## config.mk

```make
export PLATFORM = sky130hd
export DESIGN_NAME = data_sram_response
export DESIGN_NICKNAME = d
export VERILOG_FILES = /design/src/rtl/data_sram_response.sv
export SDC_FILE = /design/constraint.sdc
export NUM_CORES = 1
export LEC_CHECK = 0
export BUFFER_PORTS_ARGS = -buffer_cell sky130_fd_sc_hd__buf_2
export CAP_MARGIN = 20
export CORE_ASPECT_RATIO = 1.5
export CORE_MARGIN = 1
export CORE_UTILIZATION = 50
export DETAILED_ROUTE_END_ITERATION = 10
export PLACE_DENSITY = 0.81
export SLEW_MARGIN = 10
export SYNTH_ARGS = -nofsm -noshare
export SYNTH_HDL_FRONTEND = slang
export SYNTH_SLANG_ARGS = --single-unit
```

## constraint.sdc

```tcl
create_clock -name clk -period 2.4 [get_ports clk]
set_clock_uncertainty 0.05 [all_clocks]
set_input_delay 0.24 -clock clk [delete_from_list [all_inputs] [get_ports clk]]
set_output_delay 0.24 -clock clk [all_outputs]
set_load 0.01 [all_outputs]
```

## src/rtl/data_sram_response.sv

```systemverilog
// MEM-stage consumer of data SRAM responses: waits for data_ok, buffers data while WB stalls,
// extracts load results and drops responses of flushed instructions. LWLR_EN enables lwl/lwr merging.
module data_sram_response #(
  parameter int unsigned DISCARD_MAX = 3
) (
  input  logic        clk,
  input  logic        resetn,
  input  logic        data_sram_data_ok,
  input  logic [31:0] data_sram_rdata,
  input  logic        req_accepted_EX,
  input  logic        EX_MEM_advance,
  input  logic        MEM_WB_advance,
  input  logic        flush,
  input  logic        mem_ren_MEM,
  input  logic        mem_w_MEM,
  input  logic        mem_h_MEM,
  input  logic        mem_b_MEM,
  input  logic        mem_hu_MEM,
  input  logic        mem_bu_MEM,
  input  logic        mem_wl_MEM,
  input  logic        mem_wr_MEM,
  input  logic [1:0]  byte_offset_MEM,
  input  logic [31:0] rt_old_MEM,
  output logic [31:0] load_data_MEM,
  output logic        MEM_reg_stall_mem_not_ready,
  output logic        resp_busy
);

  localparam int unsigned CW = $clog2(DISCARD_MAX + 1);
  localparam logic [CW+1:0] CNT_MAX = (CW+2)'(DISCARD_MAX);

  typedef enum logic [1:0] {
    EMPTY = 2'd0,
    WAIT  = 2'd1,
    HELD  = 2'd2
  } state_t;

  state_t        state;
  logic [CW-1:0] discard;
  logic [31:0]   buffer;

  logic          new_req;
  logic          enter;
  logic          cnt_zero;
  logic          in_wait;
  logic          take;
  logic          dec;
  logic [1:0]    inc;
  logic [CW+1:0] cnt_sum;
  logic [CW-1:0] discard_next;
  logic [31:0]   word;
  logic [7:0]    byte_sel;
  logic [15:0]   half_sel;
  logic          unused_inputs;

  assign new_req  = EX_MEM_advance & req_accepted_EX;
  assign enter    = new_req & ~flush;
  assign cnt_zero = (discard == '0);
  assign in_wait  = (state == WAIT);
  assign take     = in_wait & data_sram_data_ok & cnt_zero;

  // A flush orphans the waiting request and any request entering behind it; a data_ok
  // in the same cycle retires one orphan (or the waiting request itself) immediately.
  assign inc = flush ? ({1'b0, in_wait} + {1'b0, new_req}) : 2'd0;
  assign dec = data_sram_data_ok & (~cnt_zero | (in_wait & flush));

  always_comb begin
    cnt_sum      = (CW+2)'(discard) + (CW+2)'(inc) - (CW+2)'(dec);
    discard_next = (cnt_sum > CNT_MAX) ? CNT_MAX[CW-1:0] : cnt_sum[CW-1:0];
  end

  always_ff @(posedge clk) begin
    if (!resetn) begin
      state   <= EMPTY;
      discard <= '0;
      buffer  <= '0;
    end else begin
      discard <= discard_next;
      if (take && !flush) begin
        buffer <= data_sram_rdata;
      end
      case (state)
        EMPTY: begin
          if (enter) state <= WAIT;
        end
        WAIT: begin
          if (flush) begin
            state <= EMPTY;
          end else if (take) begin
            if (MEM_WB_advance) state <= enter ? WAIT : EMPTY;
            else                state <= HELD;
          end
        end
        HELD: begin
          if (flush) begin
            state <= EMPTY;
          end else if (MEM_WB_advance) begin
            state <= enter ? WAIT : EMPTY;
          end
        end
        default: state <= EMPTY;
      endcase
    end
  end

  assign MEM_reg_stall_mem_not_ready = in_wait & ~(data_sram_data_ok & cnt_zero);
  assign resp_busy                   = ~cnt_zero;

  always_comb begin
    word = take ? data_sram_rdata : buffer;
    case (byte_offset_MEM)
      2'd0:    byte_sel = word[7:0];
      2'd1:    byte_sel = word[15:8];
      2'd2:    byte_sel = word[23:16];
      default: byte_sel = word[31:24];
    endcase
    half_sel      = byte_offset_MEM[1] ? word[31:16] : word[15:0];
    load_data_MEM = word;
    if (mem_b_MEM)       load_data_MEM = {{24{byte_sel[7]}}, byte_sel};
    else if (mem_bu_MEM) load_data_MEM = {24'h0, byte_sel};
    else if (mem_h_MEM)  load_data_MEM = {{16{half_sel[15]}}, half_sel};
    else if (mem_hu_MEM) load_data_MEM = {16'h0, half_sel};
`ifdef LWLR_EN
    else if (mem_wl_MEM) begin
      case (byte_offset_MEM)
        2'd0:    load_data_MEM = {word[7:0],  rt_old_MEM[23:0]};
        2'd1:    load_data_MEM = {word[15:0], rt_old_MEM[15:0]};
        2'd2:    load_data_MEM = {word[23:0], rt_old_MEM[7:0]};
        default: load_data_MEM = word;
      endcase
    end else if (mem_wr_MEM) begin
      case (byte_offset_MEM)
        2'd0:    load_data_MEM = word;
        2'd1:    load_data_MEM = {rt_old_MEM[31:24], word[31:8]};
        2'd2:    load_data_MEM = {rt_old_MEM[31:16], word[31:16]};
        default: load_data_MEM = {rt_old_MEM[31:8],  word[31:24]};
      endcase
    end
`endif
  end

`ifdef LWLR_EN
  assign unused_inputs = ^{mem_ren_MEM, mem_w_MEM};
`else
  assign unused_inputs = ^{mem_ren_MEM, mem_w_MEM, mem_wl_MEM, mem_wr_MEM, rt_old_MEM};
`endif

endmodule

```

# Word-level counts from Yosys, hierarchy flattened
# Index checks and enable logic that the tools add are counted.
[classes]
add_sub_neg = 3
n_lt_le_gt_ge = 1
n_eq_ne = 7
mux = 17
n_bitwise = 12
reduce_logical = 6
[ops]
columns = ["cell", "n"]
rows = [
  ["32-bit 2-to-1 mux", 5],
  ["8-bit one-hot mux with 3 select lines", 1],
  ["16-bit 2-to-1 mux", 1],
  ["2-bit 2-to-1 mux", 8],
  ["1-bit AND", 8],
  ["2-bit logical NOT", 3],
  ["2-bit one-hot mux with 3 select lines", 1],
  ["2-bit by 1-bit equality test with 1-bit output, second input constant", 2],
  ["2-bit equality test, second input constant", 2],
  ["4-bit by 2-bit greater-than comparator with 1-bit output, second input constant", 1],
  ["3-bit by 1-bit subtractor with 4-bit output", 1],
  ["2-bit by 2-bit adder with 3-bit output", 1],
  ["3-bit by 2-bit != test with 1-bit output, second input constant", 1],
  ["3-bit != test, second input constant", 1],
  ["1-bit NOT", 3],
  ["3-bit AND reduction", 1],
  ["1-bit by 1-bit adder with 2-bit output", 1],
  ["2-bit != test, second input constant", 1],
  ["1-bit logical AND", 1],
  ["1-bit logical NOT", 1],
  ["1-bit 2-to-1 mux", 1],
  ["1-bit bitwise OR", 1],
]
[totals]
regBits = 36
in_bits = 81
output_inout_bits = 34
wordCells = 49

# Logic depth before layout (Yosys ltp)
# Gate-level depths: netlist of run 1.
[depth]
depth_word = 9
depth_mapped = 12
ltp_nobuf = 12

# Worst setup path after synthesis of run 1
# OpenSTA, ideal clock, no wires.
[synth_path]
kind = "reg-to-output"
from = "reg discard[0]"
to = "out load_data_MEM[29]"
t_arrival_ps = 1922
t_required_ps = 2110
setup_slack_ps = 188
path_stages_with_launch = 7
path_buffers = 1
cell_sequence = "dfxtp_1 or3b_4 nor2_4 mux4_2 a2bb2oi_2 buf_2 o21ai_0"
[synth_via]
elab_chain_cells = 7
word_cells_on_any_way = 9
classes_between = "mux (7); bitwise (1); reduce/logical (1)"
[synth_lines]
columns = ["element", "line_no", "text"]
rows = [
  ["from (decl)", "39", "logic [CW-1:0] discard;"],
  ["from (signal assigned)", "78", "discard <= discard_next;"],
  ["2-bit logical NOT *", "58", "assign cnt_zero = (discard == '0);"],
  ["1-bit AND *", "60", "assign take = in_wait & data_sram_data_ok & cnt_zero;"],
  ["32-bit 2-to-1 mux *", "110", "word = take ? data_sram_rdata : buffer;"],
  ["32-bit 2-to-1 mux / 16-bit 2-to-1 mux (equally long branches)", "122, 117", ""],
  ["32-bit 2-to-1 mux", "121", "else if (mem_h_MEM) load_data_MEM = {{16{half_sel[15]}}, half_sel};"],
  ["32-bit 2-to-1 mux", "120", "else if (mem_bu_MEM) load_data_MEM = {24'h0, byte_sel};"],
  ["32-bit 2-to-1 mux *", "119", "if (mem_b_MEM) load_data_MEM = {{24{byte_sel[7]}}, byte_sel};"],
  ["to (decl)", "24", "output logic [31:0] load_data_MEM,"],
]
# Every way passes the cells marked *; elsewhere a longest branch is shown, timed or not.

# Worst setup path after layout of run 1
[layout_path]
from = "reg discard[1]"
to = "out load_data_MEM[27]"
# The elaborated chain is that of the path after synthesis.

==> flow_summary.ini, run 1 <==
[worst_setup_path]
timing.critical_path.buf_inv = 2
cpPeakStageDelay_ns = 0.57
cp_slowest_cell = mux4_2
path_cells = or3b_4, nor2_4, mux4_2, a2bb2oi_4, buf_6, o21ai_1, buf_2
path_class = reg2out
critPathCaptureType = output pin
critPathMaxFanout = 8
path_delay_family = simple AND/OR/NAND/NOR gates
reg2regPathDepth = 12
cp-start-kind = flop
r2r-end = discard[0]
worstPathRequired_ns = 2.11
arrival_ns = 2.36
r2r-start = state[1]
rrSetupSlack_ns = 0.07

[finish]
drive_gt1_frac = 0.311
final_cell_mix = nand2_1 (122), buf_2 (78), dfxtp_1 (35), a21oi_1 (29), a21boi_0 (28)
final_common_cell = nand2_1
diodes = 0
post-route-util = 0.636
nFillCells = 510
synthToLayoutAreaGrowth_pct = 21.0
final_net_count = 543
seq_area_um2 = 722
multi_input_area_um2 = 2170

[global_route]
grt_pass1_vias = 2914
grt_overflow_total = 0
globalRouteTotalUtil = 0.282
grt_first_pass_wirelength_mm = 13.9
grt_max_degree = 37
antenna_found_initial = 0

[detailed_routing]
wl_met1_mm = 3.20
dr.max_layer_used = met4
drt_iter0_drc = 253
drc = 0
vias = 3107
detail_route.wl_per_cell_um = 16.8
wl_mm = 8.91
drt_first_pass_iters = 5
ant_nets = 0
wl_met2_mm = 4.57
viasPerCell = 5.87
wl_met3_um = 597

[min_path]
holdPathEnd = buffer[12]
hold_depth = 3
worstHoldStart = data_sram_rdata[12]
min_path_type = in2reg

[yosys]
yosysSeqAreaShare = 0.234
synthCells = 381
synth_top_area_share = 0.234
syn_nets = 468
ys_seq_elements = 36
ys_warn_count = 0
async_flop_share = 0
synth_area_um2 = 3080
synth_area_leaders = dfxtp_1 (23%), nand2_1 (15%), mux4_1 (14%), a21boi_0 (6.8%), mux2_2 (5.8%)
yosys_most_used_dff = dfxtp_1
synth_largest_area_cell = dfxtp_1
synth_cell_types = 39
syn_avg_cell_area_um2 = 8.10
synth_edf_count = 0

[place]
port-buffer-count = 78
gp_congestion = 0.843
hpwl_mm = 6.20
post-place-ws_ns = -0.0282

[clocking]
ctsHtreeMaxLevel = 2
clkTransAtPathRegs_ns = 0.08
cts_tree = yes
cts-buffers-inserted = 5
cts.sinks = 36
clockBufferDepth = 2
cts_root_buf = clkbuf_8
cts_hold_buffers = 0
clkLatencyLatePin_ns = 0.30

[die]
die_x_um = 66.1
die_h_um = 98.2
core_region_area_um2 = 5870
rows = 34
dieArea_um2 = 6490
ios = 115
start_util = 0.525

[power]
p_leak_nw = 1.70
power_density_nw_per_um2 = 409
peakVddDrop_mv = 0.343

[timing]
fmax_mhz = 377
rsz0062_at_grt = true
setup-violations-final = 32
worst_slack_ns = -0.253
tightest_slew_ns = 0.588
hold_violations = 0
slew_headroom = 0.608
period_share = 1.11
drv_slew = 0
fin_crit_ns = 2.65

[run]
maxCapViolCount = 0

[run_status]
outcome = complete, but fails checks
violations = setup timing
-- layout make-up --
class | count | share of cell area
Clock buffer | 5 | 0.0184
Clock inverter | 3 | 0.0114
Inverter | 8 | 0.00805
Multi-Input combinational cell | 306 | 0.583
Sequential cell | 36 | 0.193
Tap cell | 72 | 0.0241
Timing Repair Buffer | 99 | 0.162
-- synthesized netlist by cell type (2+ instances only) --
master / instances
a21boi_0: 28
a21boi_1: 4
a21o_1: 2
a21oi_1: 29
buf_2: 5
buf_6: 3
clkbuf_1: 20
dfxtp_1: 36
ha_1: 5
inv_1: 8
mux2_2: 16
mux2i_1: 5
mux4_1: 16
mux4_2: 7
nand2_1: 122
nand2b_1: 2
nand3_1: 22
nor2_1: 8
nor2b_1: 2
nor3b_1: 2
o21a_1: 3
o21ai_0: 19
-- stage by stage --
step	TNS [ns]	power, mW	std cells	area, um2	hold slack, ns
after detailed placement	-0.0927	0.971	515	3530	0.418
final	-7.36	1.53	529	3730	0.134
after global placement	-0.0163	0.962	515	3530	0.406
after floorplan	0	0.837	381	3080	0.266
after global routing	-9.65	1.60	529	3730	0.147
after CTS	-7.92	1.52	529	3730	0.147
-- power by group --
part           switching (mW)  internal (mW)  total [mW]
registers             0.00788          0.610       0.618
clock network           0.246          0.308       0.554
logic                   0.200          0.157       0.357
-- metal layers --
metal	global-route usage	vias up
li1	-	1492
met1	0.318	1442
met2	0.476	137
met3	0.0456	36
met4	0.190	0
met5	0	-
-- worst max-delay path by stage --
stage | end | depth (start not counted) | slack [ns] | start
2_1_floorplan | load_data_MEM[29] | 6 | 0.19 | discard[0]
3_3_place_gp | load_data_MEM[4] | 8 | -0.01 | data_sram_data_ok
3_5_place_dp | load_data_MEM[15] | 9 | -0.03 | data_sram_data_ok
4_1_cts | load_data_MEM[26] | 7 | -0.28 | discard[0]
5_1_grt | load_data_MEM[5] | 7 | -0.33 | discard[1]
6_report | load_data_MEM[27] | 7 | -0.25 | discard[1]
-- timing repair --
action,4_1_cts,5_1_grt
buffers inserted,4,0
gates cloned,2,0
pin swaps,2,4
resized for setup,10,19
endpoints found under the setup margin,32,34
endpoints found under the hold margin,0,0
-- worst reg2reg max path: cells and delay by family (launching register included) --
family / cells / cell delay (ns)
adders and majority gates: 4 / 1.14
and+or+nand+nor: 5 / 0.50
DFF: 1 / 0.35
buffers and inverters: 2 / 0.14
AOI/OAI and AO/OA: 1 / 0.13
-- registers in the layout, summed over array words and instances (netlist names) --
signal   count
buffer      32
discard      2
state        2
-- cells by family (layout without fill, tap and decap cells) --
group	after synthesis	count (layout)	synth area share
fa+ha+maj	6	6	0.0268
buf+inv	39	115	0.0669
flops	36	36	0.234
compound gates	90	90	0.182
simple gates	166	166	0.228
mux	44	44	0.262
No activity file was read; power rests on OpenSTA's default activity.
==> run 2: changes to the inputs <==
Settings changed: ABC_AREA set to 1, CORE_UTILIZATION 50 to 49.
==> flow_summary.ini, run 2 <==
[yosys]
synth_area_um2 = 2880
yosys_most_used_dff = dfxtp_1
netlist_top_cells_count = nand2_1 (148), inv_1 (72), nand3_1 (60), o21ai_0 (41), a21oi_1 (37)
ys_warn_count = 0
synth_largest_area_cell = dfxtp_1
async_flop_share = 0
yosysMostFrequentCell = nand2_1
yosysSeqAreaShare = 0.250
synth_top_area_share = 0.250
ys_seq_elements = 36
syn_nets = 590
synthCells = 503
syn_avg_cell_area_um2 = 5.72
synth_edf_count = 0
synth_cell_types = 30
synth_area_leaders = dfxtp_1 (25%), nand2_1 (19%), nand3_1 (10%), inv_1 (9.4%), o21ai_0 (7.1%)

[timing]
worst_slack_ns = 0.101
period_share = 0.958
fmax_mhz = 435
fin_crit_ns = 2.30
hold_violations = 0
tightest_slew_ns = 0.502
setup-violations-final = 0
rsz0062_at_grt = true
drv_slew = 0
slew_headroom = 0.665

[detailed_routing]
detail_route.wl_per_cell_um = 14.1
viasPerCell = 5.32
ant_nets = 0
wl_mm = 9.25
drc = 0
drt_iter0_drc = 220
vias = 3492
drt_first_pass_iters = 5

[worst_setup_path]
reg2regPathDepth = 10
worstPathRequired_ns = 2.11
critPathCaptureType = output pin
arrival_ns = 2.01
critPathMaxFanout = 9
cp-start-kind = flop
path_class = reg2out

[finish]
diodes = 0
nFillCells = 583
drive_gt1_frac = 0.218
regMostFlops = buffer
synthToLayoutAreaGrowth_pct = 23.0
multi_input_area_um2 = 1820
fin_area_um2 = 3540
post-route-util = 0.635
final_cell_mix = nand2_1 (145), buf_2 (78), inv_1 (72), nand3_1 (60), o21ai_0 (38)
stdcell_count = 657
top_regs = buffer (32), discard (2), state (2)
final_net_count = 674
largest_reg_flops = 32
seq_area_um2 = 723
final_common_cell = nand2_1

[clocking]
ctsHtreeMaxLevel = 2
clkTransAtPathRegs_ns = 0.07
cts.sinks = 36
cts_root_buf = clkbuf_8
cts-buffers-inserted = 5
clockBufferDepth = 2
cts_hold_buffers = 0
clkLatencyLatePin_ns = 0.29
cts_tree = yes

[global_route]
grt_pass1_vias = 3131
grt_first_pass_wirelength_mm = 14.5
grt_overflow_total = 0
grt_max_degree = 34
globalRouteTotalUtil = 0.307
antenna_found_initial = 0

[die]
rows = 33
die_x_um = 64.6
core_region_area_um2 = 5570
dieArea_um2 = 6190
start_util = 0.516
ios = 115
die_h_um = 95.9

[power]
power_density_nw_per_um2 = 429
power_mw = 1.52
peakVddDrop_mv = 0.377
p_leak_nw = 1.95

[run]
maxCapViolCount = 0

[min_path]
hold_depth = 3
min_path_type = in2reg

[place]
port-buffer-count = 78
post-place-cells = 635
gp_congestion = 0.991
placed_area_um2 = 3310
hpwl_mm = 6.94
post-place-ws_ns = 0.0793

[run_status]
outcome = completed
==> run 2: worst max-delay path: stages (launching register included) <==
cell     delay [ns]
dfxtp_1        0.34
nor2_4         0.18
nand2_2        0.12
nor2_4         0.20
buf_6          0.17
nand2_1        0.06
o21ai_1        0.13
nand2_1        0.08
nand2_1        0.08
nor2_1         0.05
nor2_1         0.15
buf_2          0.16
==> run 2: kinds of logic (layout without fill, tap and decap cells) <==
family	after synthesis	after routing	synth area share
AND/OR/NAND/NOR	260	263	0.394
AO/OA/AOI/OAI	101	101	0.188
flip-flops	36	36	0.250
adder cells (fa/ha/maj)	6	6	0.0287
buffers and inverters	100	181	0.139
==> run 2: power breakdown <==
group / total (mW) / internal [mW] / leakage, nW / switching, mW
clock: 0.418 / 0.198 / 0.0410 / 0.220
combinational: 0.472 / 0.186 / 1.62 / 0.287
sequential: 0.630 / 0.615 / 0.292 / 0.0146
total: 1.52 / 0.999 / 1.95 / 0.522
==> run 2: timing repair <==
item                       4_1_cts  5_1_grt
gates resized for setup          6        9
pin swaps                        2        5
cloned                           1        2
setup buffers                    4        8
setup endpoints to repair       26       33
==> run 2: final timing paths <==
| kind | start | to | slack, ns |
|---|---|---|---|
| setup reg to reg | state[0] | discard[0] | 0.21 |
| hold reg to reg | buffer[24] | buffer[24] | 0.41 |
| hold / removal | data_sram_rdata[15] | buffer[15] | 0.15 |
| setup / recovery | discard[0] | load_data_MEM[4] | 0.10 |
==> run 2: metal layers <==
| layer | vias to the layer above | track usage | part of all wire |
|---|---|---|---|
| met5 | - | 0 | 0 |
| met4 | 0 | 0.167 | 0.045 |
| met3 | 26 | 0.0308 | 0.046 |
| met2 | 122 | 0.558 | 0.50 |
| met1 | 1563 | 0.348 | 0.41 |
| li1 | 1781 | - | - |
==> run 2: cell type report <==
type                       instances  share of cell area
timing repair buffer              99               0.156
inverter                          75              0.0795
sequential                        36               0.204
clock inverter                     1             0.00141
clock buffer                       6              0.0205
tap                               70              0.0247
multi-input combinational        370               0.514
==> run 2: per-stage QoR <==
stage	setup TNS (ns)	hold WS [ns]
3_5_place_dp	0	0.401
3_3_place_gp	0	0.390
2_1_floorplan	0	0.328
6_report	0	0.153
4_1_cts	0	0.148
5_1_grt	-0.102	0.161
